===== src/rtl/wave_pkg.sv =====
// Shared types and dimensions for the waveform capture and display stages.
package wave_pkg;

   localparam int unsigned SAMPLE_W      = 12;
   localparam int unsigned OUT_W         = 10;
   localparam int unsigned NUM_POINTS    = 1280;
   localparam int unsigned SCREEN_H      = 1024;
   localparam int unsigned HYST          = 8;
   localparam int unsigned AUTO_TIMEOUT  = 4095;
   localparam int unsigned HOLDOFF_TICKS = 64;
   localparam int unsigned DECIM_W       = 4;
   localparam int unsigned ADDR_W        = 11;
   localparam int unsigned TMO_W         = 12;
   localparam int unsigned HOLD_W        = 7;

   typedef enum logic [1:0] {
      WAIT_TRIG = 2'd0,
      CAPTURE   = 2'd1,
      HOLDOFF   = 2'd2
   } trig_state_t;

   // Rising-slope arm threshold: level minus hysteresis, floored at 0.
   function automatic logic [OUT_W-1:0] arm_below(input logic [OUT_W-1:0] lvl);
      return (lvl > OUT_W'(HYST)) ? lvl - OUT_W'(HYST) : '0;
   endfunction

   // Falling-slope arm threshold: level plus hysteresis, capped at full scale.
   function automatic logic [OUT_W-1:0] arm_above(input logic [OUT_W-1:0] lvl);
      return (lvl < OUT_W'(SCREEN_H - 1 - HYST)) ? lvl + OUT_W'(HYST)
                                                 : OUT_W'(SCREEN_H - 1);
   endfunction

endpackage


===== src/rtl/sample_decimator.sv =====
// Keeps one of every decim+1 valid mic samples and truncates it to display width.
module sample_decimator
   import wave_pkg::*;
(
   input  logic                i_clk,
   input  logic                i_rst_n,
   input  logic [SAMPLE_W-1:0] i_mic,
   input  logic                i_valid,
   input  logic [DECIM_W-1:0]  i_decim,
   output logic                o_tick_c,
   output logic [OUT_W-1:0]    o_s_c
);

   logic [DECIM_W-1:0] r_dcnt;
   logic               w_unused_lsb;

   // Tick on the kept sample; >= also covers decim shrinking below the running count.
   always_comb begin
      o_tick_c     = i_valid && (r_dcnt >= i_decim);
      o_s_c        = i_mic[SAMPLE_W-1 -: OUT_W];
      w_unused_lsb = ^i_mic[SAMPLE_W-OUT_W-1:0];
   end

   // Count valid samples since the last kept one.
   always_ff @(posedge i_clk) begin
      if (!i_rst_n) begin
         r_dcnt <= '0;
      end else if (o_tick_c) begin
         r_dcnt <= '0;
      end else if (i_valid) begin
         r_dcnt <= r_dcnt + DECIM_W'(1);
      end
   end

endmodule


===== src/rtl/wave_trigger_capture.sv =====
// Trigger detection with hysteresis and frame capture feeding the waveform display memory.
module wave_trigger_capture
   import wave_pkg::*;
(
   input  logic                clk_sample,
   input  logic                rst_n,
   input  logic [SAMPLE_W-1:0] mic_in,
   input  logic                mic_valid,
   input  logic [DECIM_W-1:0]  decim,
   input  logic [OUT_W-1:0]    trig_level,
   input  logic                trig_slope,
   input  logic                auto_mode,
   input  logic                freeze,
   output logic [OUT_W-1:0]    wave_sample,
   output logic [ADDR_W-1:0]   wr_addr,
   output logic                wr_en,
   output logic                frame_done,
   output logic [1:0]          trig_state
);

   logic               w_tick;
   logic [OUT_W-1:0]   w_s;
   logic               w_arm;
   logic               w_trig;
   logic               w_auto;

   trig_state_t        r_state;
   logic               r_armed;
   logic [TMO_W-1:0]   r_timeout;
   logic [HOLD_W-1:0]  r_hold;
   logic [ADDR_W-1:0]  r_addr;
   logic [OUT_W-1:0]   r_wave;
   logic [ADDR_W-1:0]  r_wr_addr;
   logic               r_wr_en;
   logic               r_frame_done;

   sample_decimator u_decim (
      .i_clk    (clk_sample),
      .i_rst_n  (rst_n),
      .i_mic    (mic_in),
      .i_valid  (mic_valid),
      .i_decim  (decim),
      .o_tick_c (w_tick),
      .o_s_c    (w_s)
   );

   // Arm/trigger decisions use the arm flag as it stood before this tick.
   always_comb begin
      w_arm  = trig_slope ? (w_s > arm_above(trig_level))
                          : (w_s < arm_below(trig_level));
      w_trig = r_armed && (trig_slope ? (w_s <= trig_level) : (w_s >= trig_level));
      w_auto = auto_mode && (r_timeout == TMO_W'(AUTO_TIMEOUT));
   end

   // Capture FSM: wait for trigger, write one frame, then hold off.
   always_ff @(posedge clk_sample) begin
      if (!rst_n) begin
         r_state      <= WAIT_TRIG;
         r_armed      <= 1'b0;
         r_timeout    <= '0;
         r_hold       <= '0;
         r_addr       <= '0;
         r_wave       <= '0;
         r_wr_addr    <= '0;
         r_wr_en      <= 1'b0;
         r_frame_done <= 1'b0;
      end else begin
         r_wr_en      <= 1'b0;
         r_frame_done <= 1'b0;
         if (w_tick) begin
            case (r_state)
               WAIT_TRIG: begin
                  if (w_trig || w_auto) begin
                     r_state   <= CAPTURE;
                     r_armed   <= 1'b0;
                     r_timeout <= '0;
                     r_wr_en   <= 1'b1;
                     r_wave    <= w_s;
                     r_wr_addr <= '0;
                     r_addr    <= ADDR_W'(1);
                  end else begin
                     r_timeout <= r_timeout + TMO_W'(1);
                     if (w_arm) begin
                        r_armed <= 1'b1;
                     end
                  end
               end
               CAPTURE: begin
                  r_wr_en   <= 1'b1;
                  r_wave    <= w_s;
                  r_wr_addr <= r_addr;
                  if (r_addr == ADDR_W'(NUM_POINTS - 1)) begin
                     r_frame_done <= 1'b1;
                     r_state      <= HOLDOFF;
                     r_addr       <= '0;
                     r_hold       <= '0;
                  end else begin
                     r_addr <= r_addr + ADDR_W'(1);
                  end
               end
               HOLDOFF: begin
                  // The counter saturates so a long freeze releases on the next tick.
                  if (r_hold >= HOLD_W'(HOLDOFF_TICKS - 1)) begin
                     if (!freeze) begin
                        r_state   <= WAIT_TRIG;
                        r_armed   <= 1'b0;
                        r_timeout <= '0;
                        r_hold    <= '0;
                     end else begin
                        r_hold <= HOLD_W'(HOLDOFF_TICKS);
                     end
                  end else begin
                     r_hold <= r_hold + HOLD_W'(1);
                  end
               end
               default: begin
                  r_state   <= WAIT_TRIG;
                  r_armed   <= 1'b0;
                  r_timeout <= '0;
                  r_hold    <= '0;
                  r_addr    <= '0;
               end
            endcase
         end
      end
   end

   assign wave_sample = r_wave;
   assign wr_addr     = r_wr_addr;
   assign wr_en       = r_wr_en;
   assign frame_done  = r_frame_done;
   assign trig_state  = r_state;

endmodule


===== config.mk =====
export PLATFORM = sky130hd
export DESIGN_NAME = wave_trigger_capture
export DESIGN_NICKNAME = d
export VERILOG_FILES = /design/src/rtl/wave_pkg.sv /design/src/rtl/sample_decimator.sv /design/src/rtl/wave_trigger_capture.sv
export SDC_FILE = /design/constraint.sdc
export NUM_CORES = 1
export LEC_CHECK = 0
export CORE_MARGIN = 5
export CORE_UTILIZATION = 53
export CTS_CLUSTER_DIAMETER = 40
export CTS_CLUSTER_SIZE = 30
export DETAILED_ROUTE_END_ITERATION = 12
export GPL_TIMING_DRIVEN = 0
export MAX_ROUTING_LAYER = met4
export PLACE_DENSITY = 0.8
export SLEW_MARGIN = 20
export SYNTH_ARGS = -nofsm -noshare
export SYNTH_HDL_FRONTEND = slang
export SYNTH_SLANG_ARGS = --single-unit
export TNS_END_PERCENT = 10

===== constraint.sdc =====
create_clock -name clk_sample -period 9.6 [get_ports clk_sample]
set_clock_uncertainty 0.1 [all_clocks]
set_input_delay 1.92 -clock clk_sample [delete_from_list [all_inputs] [get_ports clk_sample]]
set_output_delay 1.92 -clock clk_sample [all_outputs]
set_load 0.02 [all_outputs]

==> metrics.txt, run 1 <==
internal power 0.000408 W; Initial Util 54.4%; CTS tree yes; final net count 629; Worst setup SP type input pin; synthesized instance count 496; die area 0.00927 mm2; status completed; Area contributors post-synth dfxtp_1 (30%), ha_1 (12%), a21oi_1 (5.2%); Post-synth top flop dfxtp_1; share of cells above drive strength 1 4.62%; DIE HEIGHT 96.3 um; row count 31; largest area contributor in the netlist dfxtp_1; clock root buffer clkbuf_8; #FFs+latches synth 60; global-route wire length before repair 17,600 um; Vias/cell 6.16; 1st-iter DRT viols 301; Mapped Area 0.00395 mm2; Switching Fraction 28.9%; data arrival time of the worst path 5020 ps; fin crit share 51.2%; Mean Syn Cell Area 7.95 um2; Reg2Reg Launch Point u_decim.r_dcnt[0]; Hold-fix buffers, CTS 0; synth unique cells 48; worst-margin pin slew 714 ps; DR DRC count 0; grt total ovfl 0; most frequent cell after synthesis dfxtp_1; Yosys warning count 0; ant diodes 0; CTS HTree Levels 3; Power Density 120 mW/mm2; Finish-stage setup viols 0; DRT Pass-1 Iters 5; Crit Path Class input pin to register; Tot Pwr 0.000574 W; largest net degree at the start of global routing 13; top cell type's share of synthesized area 30.4%; P_leak 1.68 nW; headroom to the max-slew limit 52.2%; I/O Buffers 51; initial antenna violation count 0; hold path start wave_sample[3]; CTS resizes 0; clock-pin slew of the registers on the worst-case setup and hold paths 80 ps; routed vias 4,080; Die Width 96.3 um; max-slew violation count 0; FFs w/ async S/R, synth 0%; combinational cell fraction of total power 15.1%; CTS Sinks 60; total wire length 10,700 um; EDFF count, synth 0; Post-CTS Setup Bufs 0; fmax 203 MHz; Worst setup EP type register; core area 0.00725 mm2; Post-synth top cells dfxtp_1 (60), a21oi_1 (41), ha_1 (39); Antenna Nets Post-Route 0; critical path fanouts, max 10; endpoints failing hold 0; Worst VDD drop 0.0000764 V; Synthesized Nets 567; Num CTS Buffers 9; placed wire-length estimate 8070 um; fin crit period 4920 ps; RSZ-0062 raised after global routing false; Flop pwr share 44.0%; Worst-Skew Late Latency 350 ps; share of total power in the clock network 40.9%; class of the worst hold path register to register; max-cap violations 0; WL per Instance 16.1 um; Crit. Startpoint trig_level[4]; gr usage total 24.6%; io pins 57; gp weighted congestion 0.933; Seq/Total Area, Yosys 30.4%; buffer depth of the longest clock path 2; Post-Route Setup TNS 0 ps; P&R area growth vs syn 21.1%; Worst EP required 9700 ps; total net switching power 0.000166 W; number of global-route vias before repair 3,815
==> flip-flops by register name (all words and copies together) (netlist names) <==
signal,count
r_timeout,12
r_addr,11
wr_addr,11
wave_sample,10
r_hold,7
u_decim.r_dcnt,4
trig_state,2
frame_done,1
r_armed,1
wr_en,1
==> worst max-delay path: stages <==
cell	delay (ps)
clkdlybuf4s50_1	480
clkbuf_1	300
inv_1	120
ha_1	330
nand4_1	140
o21bai_1	210
a311o_1	370
a41o_1	330
buf_6	170
o21ai_0	550
a21oi_1	90
==> layout make-up <==
type | count | area (um2)
multi-input combinational | 380 | 2520
fill | 663 | 2470
sequential | 60 | 1200
timing repair buffer | 51 | 510
clock buffer | 9 | 124
tap | 99 | 124
buffer | 27 | 118
inverter | 29 | 109
clock inverter | 7 | 75.1
==> power groups by stage <==
stage               logic (W)  clock network (W)  registers (W)
floorplan           0.0000531                  0       0.000258
global placement    0.0000820                  0       0.000258
detailed placement  0.0000850                  0       0.000258
CTS                 0.0000860           0.000237       0.000252
global route        0.0000973           0.000248       0.000252
finish              0.0000865           0.000235       0.000252
==> through the flow <==
step                area, um2  std cells  hold WS [ps]  util, %  worst slack, ps
CTS                      4780        662           375     65.9             4770
floorplan                3950        496           344        -             5120
global route             4780        662           392     65.9             4560
finish                   4780        662           375     65.9             4680
detailed placement       4580        646           365     63.1             4400
global placement         4580        646           356     63.1             4450
==> final timing paths <==
kind,end,slack [ps],depth (start not counted)
max reg2reg,r_timeout[3],6830,10
max,r_addr[2],4680,11
min,wave_sample[3],370,2
min reg2reg,wave_sample[3],370,2
==> layer usage <==
metal	vias to the layer above	global-route usage [%]	routed length (um)
met3	27	5.24	709
met4	0	7.82	240
met5	-	-	0
li1	2003	-	-
met1	1900	31.7	4890
met2	150	38.3	4840
==> layout by cell type (no fill, tap or decap), types with 7 or more instances in the layout <==
master / count
ha_1: 39
nand3_1: 33
nand4_1: 28
xnor2_1: 7
a21oi_1: 41
o211ai_1: 8
clkbuf_8: 9
o31ai_1: 17
o21ai_0: 33
dfxtp_1: 60
clkbuf_1: 24
nor2_1: 29
nor3_1: 8
nand2_1: 34
inv_1: 28
a211oi_1: 10
or4_1: 15
clkdlybuf4s50_1: 51
==> logic make-up after synthesis <==
logic type	Yosys count	synth area share (%)
buffers and inverters	56	5.74
flip-flops	60	30.4
AO/OA/AOI/OAI	145	23.2
AND/OR/NAND/NOR	178	24.0
multiplexers	6	1.55
adder cells (fa/ha/maj)	39	12.4
XOR/XNOR	12	2.66
Note: power is estimated with default switching activity, not from simulation.
==> run 2: changes to the inputs <==
- CORE_UTILIZATION: 53 -> 50
- PLACE_DENSITY: 0.8 -> 0.79
- clock period: 9.6 -> 4.26 ns (I/O delays scaled with it)
==> run 2 against run 1 <==
Compared with the run above:
- final area shrank 0.10%
- combinational power grew 130%
- die area grew 5.4%
- hold slack lost 1.1 ps
- first-iteration DRC count grew 9.3%
- sequential share of layout area is essentially flat
- non-clock buffer count is the same
- routed wire length grew 2.7%
- clock-buffer cell count is the same
- setup slack lost 4300 ps
- total power grew 120%
==> metrics.txt, run 2 (same netlist as run 1, synthesis figures left out) <==
1st-iter DRT viols 329; worst reg2reg setup slack 1500 ps; Final Instance Area 0.00477 mm2; crit-path cells clkdlybuf4s50_1 > nand3_1 > nor2_1 > nand3_1 > a21oi_1 > nor2_1 > ha_1 > nor2b_1 > o21a_1 > o21ai_0 > a211o_1 > a211o_1 > a311oi_1; Hold-fix buffers, CTS 0; Post-CTS Setup Bufs 0; status completed; core area 0.00769 mm2; final net count 629; min setup slack post-route 366 ps; hold depth 2; non-filler cells, final 665; max reg flops 12; CTS resizes 0; class of the worst hold path register to register; CTS HTree Levels 3; Vias/cell 6.17; critical path fanouts, max 8; Crit Path Class input pin to register; initial antenna violation count 0; gr usage total 23.2%; Die Width 98.8 um; WL per Instance 16.5 um; io pins 57; gp weighted congestion 0.918; Worst path slowest cell clkdlybuf4s50_1; number of global-route vias before repair 3,911; fin crit share 91.4%; grt total ovfl 0; max-cap violations 0; Hold EP r_hold[6]; Layout fillers 691; P_leak 1.69 nW; share of cells above drive strength 1 4.62%; Top Family by Delay on Critical Path compound AO/OA/AOI/OAI gates; P&R area growth vs syn 21.0%; Place WS 73.5 ps; placed wire-length estimate 8260 um; FF-to-FF path depth 6; Power Density 266 mW/mm2; CP Depth 13; max-slew violation count 0; CTS Sinks 60; Worst EP required 4410 ps; routed vias 4,105; total wire length 11,000 um; CP peak stage delay 590 ps; Finish-stage setup viols 0; most frequent cells in the layout dfxtp_1 (60), clkdlybuf4s50_1 (51), a21oi_1 (41); Post-Route Setup TNS 0 ps; sequential cell area 0.00120 mm2; ant diodes 0; RR Endpoint r_addr[8]; area post-placement 0.00458 mm2; hold path start r_hold[6]; Worst setup SP type input pin; worst path buffer plus inverter count 1; die area 0.00977 mm2; DRT Pass-1 Iters 5; clock root buffer clkbuf_8; clock-pin slew of the registers on the worst-case setup and hold paths 70 ps; Worst setup EP type register; fin crit period 3890 ps; Antenna Nets Post-Route 0; row count 32; CTS tree yes; Initial Util 51.3%; DIE HEIGHT 98.8 um; Worst VDD drop 0.000177 V; data arrival time of the worst path 4050 ps; largest net degree at the start of global routing 12; headroom to the max-slew limit 49.0%; Top reg by flops r_timeout; buffer depth of the longest clock path 2; worst-margin pin slew 762 ps; placed cells 649; Tot Pwr 0.00127 W; DR DRC count 0; Num CTS Buffers 9; global-route wire length before repair 18,400 um; RSZ-0062 raised after global routing false; Worst-Skew Late Latency 350 ps; I/O Buffers 51; most common cell after layout, fill and taps aside dfxtp_1; endpoints failing hold 0; fmax 257 MHz; Reg2Reg Launch Point r_addr[0]; area occupied by multi-input gates 0.00252 mm2
[run 2: per-layer routing]
metal | wire [um] | vias to the layer above | GRT usage (%) | part of all wire [%]
met5 | 0 | - | - | 0
met4 | 219 | 0 | 6.41 | 2.0
met3 | 648 | 22 | 4.67 | 5.9
met2 | 4990 | 144 | 35.8 | 46
met1 | 5110 | 1945 | 31.0 | 47
li1 | - | 1994 | - | -
[run 2: final cells by class]
class,count,share of cell area [%]
Multi-Input combinational cell,380,52.7
Sequential cell,60,25.2
Timing Repair Buffer,51,10.7
Tap cell,102,2.67
Clock buffer,9,2.60
Buffer,27,2.46
Inverter,29,2.28
Clock inverter,7,1.39
[run 2: per-stage QoR]
step / hold slack [ps] / utilization [%]
after detailed placement: 365 / 59.6
after global placement: 355 / 59.6
final: 374 / 62.1
after floorplan: 344 / -
after CTS: 374 / 62.1
after global routing: 390 / 62.1
[run 2: report_power, final]
part,internal [W],total (W),switching (W)
Sequential,0.000564,0.000569,0.00000480
Clock,0.000268,0.000504,0.000237
Combinational,0.0000819,0.000196,0.000114
Total,0.000914,0.00127,0.000356
[run 2: tightest hold or removal path: cells and delay by family (launching register included)]
kind,cells,cell delay (ps)
flops,1,320
simple gates,1,60
compound gates,1,50
[run 2: how the worst max path moves through the flow]
| stage | start | end |
|---|---|---|
| global route | trig_level[6] | r_armed |
| finish | trig_level[6] | r_armed |
| floorplan | trig_level[5] | r_armed |
| detailed placement | trig_level[6] | r_armed |
| CTS | trig_level[6] | r_armed |
| global placement | trig_level[4] | r_addr[1] |
==> run 3: changes to the inputs <==
- CTS_CLUSTER_SIZE: 30 -> 16
==> results of run 3 <==
Same layout as run 2: the final DEF is identical, and so are final timing and power.
